==> src/rtl/pipe_ctrl_unit.sv <==
// pipe_ctrl_unit: decode, ID/EX/MEM/WB control pipeline, load-use hazard,
// branch/jump flush and EX-stage forwarding selects for the 5-stage core.
module pipe_ctrl_unit #(
  parameter int REG_AW  = 5,
  parameter int ALUOP_W = 6,
  parameter bit EXT_OPS = 1'b1
) (
  input  logic               clk,
  input  logic               rst_n,
  input  logic [5:0]         id_op,
  input  logic [5:0]         id_func,
  input  logic [REG_AW-1:0]  id_rs,
  input  logic [REG_AW-1:0]  id_rt,
  input  logic [REG_AW-1:0]  id_rd,
  input  logic               ex_zero,
  output logic               pc_en,
  output logic               ifid_en,
  output logic               ifid_flush,
  output logic               jump,
  output logic               branch_taken,
  output logic [ALUOP_W-1:0] ex_alu_op,
  output logic               ex_alu_src_a,
  output logic               ex_alu_src_b,
  output logic [1:0]         fwd_a,
  output logic [1:0]         fwd_b,
  output logic               mem_mem_write,
  output logic               wb_reg_write,
  output logic               wb_mem_to_reg,
  output logic [REG_AW-1:0]  wb_dst,
  output logic               ex_illegal
);

  localparam logic [5:0] OP_OPE  = 6'b000000;
  localparam logic [5:0] OP_LW   = 6'b100011;
  localparam logic [5:0] OP_SW   = 6'b101011;
  localparam logic [5:0] OP_BNE  = 6'b000101;
  localparam logic [5:0] OP_J    = 6'b000010;
  localparam logic [5:0] OP_BEQ  = 6'b000100;
  localparam logic [5:0] OP_ADDI = 6'b001000;
  localparam logic [5:0] FN_ADD  = 6'b100000;
  localparam logic [5:0] FN_SUB  = 6'b100010;
  localparam logic [5:0] FN_SLL  = 6'b000000;

  // ID/EX bundle also keeps rs/rt so forwarding can be resolved in EX.
  typedef struct packed {
    logic               reg_write;
    logic               mem_to_reg;
    logic               mem_write;
    logic               alu_src_a;
    logic               alu_src_b;
    logic               br_ne;
    logic               br_eq;
    logic               uses_rt;
    logic               illegal;
    logic [ALUOP_W-1:0] alu_op;
    logic [REG_AW-1:0]  dst;
    logic [REG_AW-1:0]  rs;
    logic [REG_AW-1:0]  rt;
  } idex_t;

  typedef struct packed {
    logic              reg_write;
    logic              mem_to_reg;
    logic              mem_write;
    logic [REG_AW-1:0] dst;
  } exmem_t;

  typedef struct packed {
    logic              reg_write;
    logic              mem_to_reg;
    logic [REG_AW-1:0] dst;
  } memwb_t;

  idex_t  dec, idex_d, idex_q;
  exmem_t exmem_d, exmem_q;
  memwb_t memwb_d, memwb_q;
  logic   id_is_j, ld_use, stall;

  // Decode the IF/ID instruction into a control bundle; unknown encodings
  // become an all-zero bundle tagged illegal.
  always_comb begin
    dec     = '0;
    id_is_j = 1'b0;
    case (id_op)
      OP_OPE: begin
        if (id_func == FN_ADD || id_func == FN_SUB || id_func == FN_SLL) begin
          dec.reg_write = 1'b1;
          dec.dst       = id_rd;
          dec.alu_op    = ALUOP_W'(id_func);
          dec.alu_src_a = (id_func == FN_SLL);
          dec.uses_rt   = 1'b1;
        end else begin
          dec.illegal = 1'b1;
        end
      end
      OP_LW: begin
        dec.reg_write  = 1'b1;
        dec.mem_to_reg = 1'b1;
        dec.alu_src_b  = 1'b1;
        dec.alu_op     = ALUOP_W'(FN_ADD);
        dec.dst        = id_rt;
      end
      OP_SW: begin
        dec.mem_write = 1'b1;
        dec.alu_src_b = 1'b1;
        dec.alu_op    = ALUOP_W'(FN_ADD);
        dec.uses_rt   = 1'b1;
      end
      OP_BNE: begin
        dec.br_ne   = 1'b1;
        dec.alu_op  = ALUOP_W'(FN_SUB);
        dec.uses_rt = 1'b1;
      end
      OP_BEQ: begin
        if (EXT_OPS) begin
          dec.br_eq   = 1'b1;
          dec.alu_op  = ALUOP_W'(FN_SUB);
          dec.uses_rt = 1'b1;
        end else begin
          dec.illegal = 1'b1;
        end
      end
      OP_ADDI: begin
        if (EXT_OPS) begin
          dec.reg_write = 1'b1;
          dec.alu_src_b = 1'b1;
          dec.alu_op    = ALUOP_W'(FN_ADD);
          dec.dst       = id_rt;
        end else begin
          dec.illegal = 1'b1;
        end
      end
      OP_J:    id_is_j = 1'b1;
      default: dec.illegal = 1'b1;
    endcase
    if (!dec.illegal && !id_is_j) begin
      dec.rs = id_rs;
      dec.rt = id_rt;
    end
    // r0 is never written, so a zero destination disables the write
    if (dec.dst == '0) dec.reg_write = 1'b0;
  end

  // Hazard resolution: taken branch beats load-use stall beats jump.
  always_comb begin
    branch_taken = (idex_q.br_ne & ~ex_zero) | (idex_q.br_eq & ex_zero);
    // reg_write already implies a non-zero destination
    ld_use = idex_q.mem_to_reg & idex_q.reg_write &
             ((idex_q.dst == id_rs) | (dec.uses_rt & (idex_q.dst == id_rt)));
    stall      = ld_use & ~branch_taken;
    jump       = id_is_j & ~stall & ~branch_taken;
    ifid_flush = branch_taken | jump;
    pc_en      = ~stall;
    ifid_en    = ~stall;
    idex_d     = (stall | branch_taken | id_is_j) ? '0 : dec;
  end

  // EX-stage forwarding; the nearer EX/MEM producer wins.
  always_comb begin
    fwd_a = 2'b00;
    fwd_b = 2'b00;
    if (exmem_q.reg_write && exmem_q.dst == idex_q.rs)      fwd_a = 2'b10;
    else if (memwb_q.reg_write && memwb_q.dst == idex_q.rs) fwd_a = 2'b01;
    if (idex_q.uses_rt) begin
      if (exmem_q.reg_write && exmem_q.dst == idex_q.rt)      fwd_b = 2'b10;
      else if (memwb_q.reg_write && memwb_q.dst == idex_q.rt) fwd_b = 2'b01;
    end
  end

  // Downstream stages only carry what MEM and WB still need.
  always_comb begin
    exmem_d = '{reg_write: idex_q.reg_write, mem_to_reg: idex_q.mem_to_reg,
                mem_write: idex_q.mem_write, dst: idex_q.dst};
    memwb_d = '{reg_write: exmem_q.reg_write, mem_to_reg: exmem_q.mem_to_reg,
                dst: exmem_q.dst};
  end

  // Control pipeline registers; reset flushes every stage to a bubble.
  always_ff @(posedge clk or negedge rst_n) begin
    if (!rst_n) begin
      idex_q  <= '0;
      exmem_q <= '0;
      memwb_q <= '0;
    end else begin
      idex_q  <= idex_d;
      exmem_q <= exmem_d;
      memwb_q <= memwb_d;
    end
  end

  assign ex_alu_op     = idex_q.alu_op;
  assign ex_alu_src_a  = idex_q.alu_src_a;
  assign ex_alu_src_b  = idex_q.alu_src_b;
  assign ex_illegal    = idex_q.illegal;
  assign mem_mem_write = exmem_q.mem_write;
  assign wb_reg_write  = memwb_q.reg_write;
  assign wb_mem_to_reg = memwb_q.mem_to_reg;
  assign wb_dst        = memwb_q.dst;

endmodule

==> config.mk <==
export PLATFORM = sky130hd
export DESIGN_NAME = pipe_ctrl_unit
export DESIGN_NICKNAME = d
export VERILOG_FILES = /design/src/rtl/pipe_ctrl_unit.sv
export SDC_FILE = /design/constraint.sdc
export NUM_CORES = 1
export LEC_CHECK = 0
export ABC_AREA = 1
export BUFFER_PORTS_ARGS = -buffer_cell sky130_fd_sc_hd__buf_2
export CAP_MARGIN = 15
export CORE_MARGIN = 1
export CORE_UTILIZATION = 47
export DETAILED_ROUTE_END_ITERATION = 8
export GPL_ROUTABILITY_DRIVEN = 1
export GPL_TIMING_DRIVEN = 0
export PLACE_DENSITY_LB_ADDON = 0.08
export SYNTH_ARGS = -nofsm -noshare
export SYNTH_HDL_FRONTEND = slang
export SYNTH_SLANG_ARGS = --single-unit
==> constraint.sdc <==
create_clock -name clk -period 1.4 [get_ports clk]
set_clock_uncertainty 0.05 [all_clocks]
set_input_delay 0.21 -clock clk [delete_from_list [all_inputs] [get_ports clk]]
set_output_delay 0.21 -clock clk [all_outputs]
set_load 0.01 [all_outputs]
==> results of run 1 <==
==> cell usage after synthesis, drive strengths merged (2+ instances only) <==
cell / instances / area [um^2]
nor2: 46 / 226
a211oi: 3 / 22.5
inv: 44 / 165
nand2: 60 / 250
xnor2: 3 / 26.3
nor3: 2 / 10.0
and3: 2 / 12.5
xor2: 9 / 78.8
dfrtp: 45 / 1130
nand4: 3 / 18.8
o22ai: 3 / 18.8
a21oi: 8 / 43.8
nand3: 17 / 85.1
o21ai: 3 / 15.0
buf: 9 / 78.8
o2111ai: 2 / 17.5
==> per-stage QoR <==
stage | instance area (um^2) | TNS [ns] | total power [uW] | util, %
6_report | 2930 | -11.11 | 2700 | 66.0
5_1_grt | 2930 | -15.00 | 2830 | 66.0
4_1_cts | 2850 | -9.37 | 2690 | 64.1
3_5_place_dp | 2590 | -6.66 | 1630 | 58.4
3_3_place_gp | 2590 | -6.13 | 1630 | 58.4
2_1_floorplan | 2250 | -0.00888 | 1510 | -
==> what timing repair did <==
item | 4_1_cts | 5_1_grt
buffers inserted | 7 | 2
gates resized for setup | 16 | 16
cloned | 2 | 0
pin swaps | 5 | 10
endpoints found under the setup margin | 30 | 35
==> routing by layer <==
metal | part of all wire [%] | up-vias | track usage (%)
li1 | - | 955 | -
met1 | 45 | 882 | 24.7
met2 | 49 | 55 | 34.5
met3 | 3.6 | 13 | 4.27
met4 | 2.9 | 0 | 10.7
met5 | 0 | - | 0
==> kinds of logic (layout without fill, tap and decap cells) <==
family                    after synthesis  in the layout  synth area share [%]
buffers and inverters                  53            127                  11.0
DFF                                    45             45                  50.6
other                                   1              4                 0.168
AOI/OAI and AO/OA                      20             20                  5.62
xor gates and xnor gates               12             12                  4.72
and+or+nand+nor                       133            133                  28.0
==> cells in the final DEF, fill, tap and decap left out, types with 4 or more instances in the layout <==
cell type  synthesis  final
inv_1             43     37
nand3_1           17     15
nand2_1           54     53
buf_6              1      7
buf_2              0     53
xor2_1             9      9
dfrtp_1           45     45
buf_4              7     12
clkbuf_8           0      6
nor2_2            12     11
nand2_2            4      5
inv_2              1      7
a21oi_2            1      5
conb_1             1      4
nor2_1            32     32
==> how the worst max path moves through the flow <==
stage | start | to
after CTS | exmem_d[1] | ifid_flush
after floorplan | id_op[2] | pc_en
after global placement | id_op[2] | pc_en
after global routing | exmem_d[0] | ifid_flush
after detailed placement | id_op[2] | pc_en
final | exmem_d[1] | pc_en
==> worst max-delay path, stage by stage (launching register included) <==
cell     delay, ns
dfrtp_1       0.42
xor2_1        0.18
nor2_1        0.12
nand4_1       0.14
nand2_2       0.14
nand3_4       0.09
buf_6         0.13
buf_6         0.11
==> layout make-up <==
class	count	share of cell area, %
buffer	9	2.81
clock buffer	6	2.81
clock inverter	2	1.28
inverter	44	5.63
multi-input combinational	169	32.8
sequential	45	38.4
tap	52	2.22
timing repair buffer	66	14.1
==> report_power, final <==
part	internal [uW]	leakage (uW)	switching, uW
sequential	1320	0.000613	15.0
combinational	146	0.000958	184
clock	580	0.0000574	454
==> metrics.yaml, run 1 <==
drtAntennaViolNets: 0
cts_tree: "done"
n_fill_cell: 367
cts_num_sinks: 45
place_inst: 374
setup_viol: 34
drc_errors: 0
syn_inst: 264
ir_drop_uv: 583
reg2reg_depth: 10
setup_slack_ns: -0.481
cts_inserted_buffers: 5
nNetsFinal: 370
cts_buffer_depth: 2
dp_slack_ns: -0.332
hold_class: "in2async"
crit_type: "reg2out"
root_buffer: "clkbuf_8"
drv_slew: 0
largest_reg_flops: 13
start_util_pct: 50.1
r2r_slack_ns: -0.36
seq_area_um2: 1130
rows: 24
crit_required_ns: 1.14
diodes: 0
grt_max_degree: 46
synthDistinctLibCells: 30
hpwlAfterDp_um: 3330
cp-end-kind: "output pin"
drt_iter0_markers: 105
grt_pass1_wl_um: 7760
die_width_um: 70.8
status: "complete, but fails checks"
top_register: "idex_q"
h-tree-depth: 2
cts.clk_slew.worst_paths_ns: 0.09
die_area_um2: 5020
vias: 1905
r2r_end: "idex_q[1]"
firstDrtPassIters: 6
power.leakage_uw: 0.00163
seq_area_frac_synth_pct: 50.6
final_cells: 393
boundaryPins: 56
fin_crit_sh_pct: 134
netlist_area_um2: 2230
multi_input_area_um2: 961
synth-edff-count: 0
portBuffers: 55
avgSynthCellArea_um2: 8.44
vias_per_cell: 4.85
powerDensity_nw_per_um2: 922
synthFlopType: "dfrtp_1"
grt_pass1_vias: 1774
grtUsageTotal_pct: 20.4
wl_per_cell_um: 12.1
min_period_ns: 1.88
insertion_delay_ns: 0.30
rsz0062_at_grt: "true"
postCtsHoldBufs: 0
fp.dieH_um: 70.8
gp_congestion: 0.792
fin_hold_ws_ns: 0.00617
core_area_um2: 4440
synth_seq_cells: 45
grt-ovfl-total: 0
r2r-start: "exmem_d[1]"
crit_fanout: 4
start_kind: "register"
wl_um: 4750
cap_viol_max_count: 0
syn2layout_area_growth_pct: 31.7
crit_arrival_ns: 1.62
relSlewSlack_pct: 35.7
tightest_slew_ns: 0.964
drive_gt1_share_pct: 37.2
async_flop_share_pct: 100
ys_warn_count: 0
antenna_found_initial: 0
max_freq_mhz: 532
violations: "setup timing"
final-hold-violation-count: 0
(Power assumes the default switching activity.)
==> run 2, diff against run 1 <==
==> constraint.sdc (replaced) <==
create_clock -name clk -period 1.4 [get_ports clk]
set_clock_uncertainty 0.05 [all_clocks]
set_input_delay 0.14 -clock clk [delete_from_list [all_inputs] [get_ports clk]]
set_output_delay 0.14 -clock clk [all_outputs]
set_load 0.01 [all_outputs]
==> run 2 against run 1 <==
Against the previous run: the flow still finishes with violations (setup timing); final area up 0.21%; combinational power barely moved; hold slack improved by 0.030 ns; maximum frequency up 5.7%; final cell count up 1.0%; global-route usage increased by 0.093 points; total power is 8.0% lower; register-to-register slack got worse by 0.02 ns; clock power is 21% lower; sequential share of layout area down 0.082 points; first-iteration DRC count increased by 30%; core utilization up 0.14 points; critical path type is now reg2reg; largest cell class unchanged.
==> metrics.yaml, run 2 (synthesis results as in run 1) <==
vias_per_cell: 4.72
start_util_pct: 50.1
h-tree-depth: 2
path_cells: "inv_2 -> nand2_1 -> nand2_1 -> nor2_1 -> nand2_1 -> nor2_1 -> nand2_1 -> nand2_2 -> buf_4 -> buf_4 -> nand2_2 -> nand2_4 -> buf_6 -> buf_6 -> nor2_1"
crit_required_ns: 1.54
drive_gt1_share_pct: 37.7
top_register: "idex_q"
status: "complete, but fails checks"
placed_cell_area_um2: 2580
drc_errors: 0
cts_num_sinks: 45
final_common_cell: "buf_2"
fin_crit_sh_pct: 127
cap_viol_max_count: 0
crit_arrival_ns: 1.92
min_period_ns: 1.78
grt_max_degree: 46
setup_viol: 34
cp-end-kind: "register"
cts_inserted_buffers: 5
wl_per_cell_um: 11.9
cts_tree: "done"
drtAntennaViolNets: 0
grt_pass1_wl_um: 7870
nNetsFinal: 374
grt-ovfl-total: 0
die_area_um2: 5020
n_fill_cell: 380
ir_drop_uv: 469
crit_fanout: 5
drv_slew: 0
boundaryPins: 56
crit_family: "simple AND/OR/NAND/NOR gates"
critPathMostFrequentCell: "nand2_1"
final_cell_mix: "54 x buf_2, 52 x nand2_1, 45 x dfrtp_1"
final-hold-violation-count: 0
firstDrtPassIters: 6
portBuffers: 55
r2r_end: "idex_q[6]"
hold_depth: 3
die_width_um: 70.8
seq_area_um2: 1130
insertion_delay_ns: 0.30
hold_class: "in2reg"
setup_slack_ns: -0.380
r2r_slack_ns: -0.38
start_kind: "register"
wl_um: 4710
fp.dieH_um: 70.8
drt_iter0_markers: 137
relSlewSlack_pct: 36.0
final_area_um2: 2940
rows: 24
cts_buffer_depth: 2
path_buf_inv: 5
antenna_found_initial: 0
grtUsageTotal_pct: 20.5
root_buffer: "clkbuf_8"
crit_type: "reg2reg"
largest_reg_flops: 13
cp_slowest_cell: "dfrtp_1"
multi_input_area_um2: 963
fin_hold_ws_ns: 0.0359
core_area_um2: 4440
cts.clk_slew.worst_paths_ns: 0.08
max_freq_mhz: 562
reg2reg_depth: 15
setup_tns_ns: -11.11
power.leakage_uw: 0.00164
vias: 1872
syn2layout_area_growth_pct: 32.0
powerDensity_nw_per_um2: 846
violations: "setup timing"
hold_start: "id_rs[0]"
min_to: "idex_q[5]"
gp_congestion: 0.783
r2r-start: "exmem_d[0]"
grt_pass1_vias: 1756
rsz0062_at_grt: "true"
diodes: 0
slowest_delay_ns: 0.41
hpwlAfterDp_um: 3340
tightest_slew_ns: 0.960
utilization_pct: 66.2
## run 2: changes by cell type in the layout (fill, tap and decap cells not counted), moves of 2 or more
cell and delta:
inv_2 -3, inv_1 +3, a21oi_2 -2, nor2_2 +4
nor2_1 -3
## run 2: layout make-up
| type | count | share of cell area (%) |
|---|---|---|
| Buffer | 9 | 2.81 |
| Clock buffer | 5 | 2.34 |
| Clock inverter | 3 | 0.723 |
| Inverter | 44 | 5.62 |
| Multi-Input combinational cell | 169 | 32.8 |
| Sequential cell | 45 | 38.3 |
| Tap cell | 52 | 2.21 |
| Timing Repair Buffer | 70 | 15.2 |
## run 2: power by group
part	switching, uW	total (uW)	internal [uW]
Combinational	183	331	148
Sequential	14.5	1340	1320
Clock	464	818	354
Total	661	2490	1830
## run 2: worst max-delay path by stage
stage	from	end	slack (ns)	depth (start not counted)
finish	exmem_d[0]	idex_q[6]	-0.38	15
global route	exmem_d[1]	ifid_flush	-0.50	12
CTS	exmem_d[0]	ifid_flush	-0.41	12
detailed placement	id_func[0]	pc_en	-0.22	11
global placement	id_func[0]	pc_en	-0.21	11
floorplan	exmem_d[1]	pc_en	0.03	10
## run 2: metal layers
layer | vias to the layer above | track usage [%] | wire (um)
li1 | 960 | - | -
met5 | - | 0 | 0
met4 | 0 | 9.11 | 98
met1 | 856 | 26.8 | 2170
met3 | 9 | 3.85 | 162
met2 | 47 | 33.4 | 2280
## run 2: what timing repair did
action,4_1_cts,5_1_grt
cloned,2,0
hold endpoints to repair,45,0
endpoints found under the setup margin,33,35
hold buffers,1,0
pin swaps,7,9
setup buffers,12,0
resized for setup,20,14
## run 2: through the flow
stage / worst slack, ns / cells / power (uW)
global route: -0.503 / 397 / 2590
floorplan: 0.0334 / 267 / 1510
finish: -0.380 / 397 / 2490
detailed placement: -0.216 / 374 / 1630
CTS: -0.413 / 397 / 2490
global placement: -0.210 / 374 / 1630
## run 2: tightest hold or removal path, stage by stage
cell     delay [ns]
buf_2          0.11
nand2_1        0.06
nor2_1         0.04
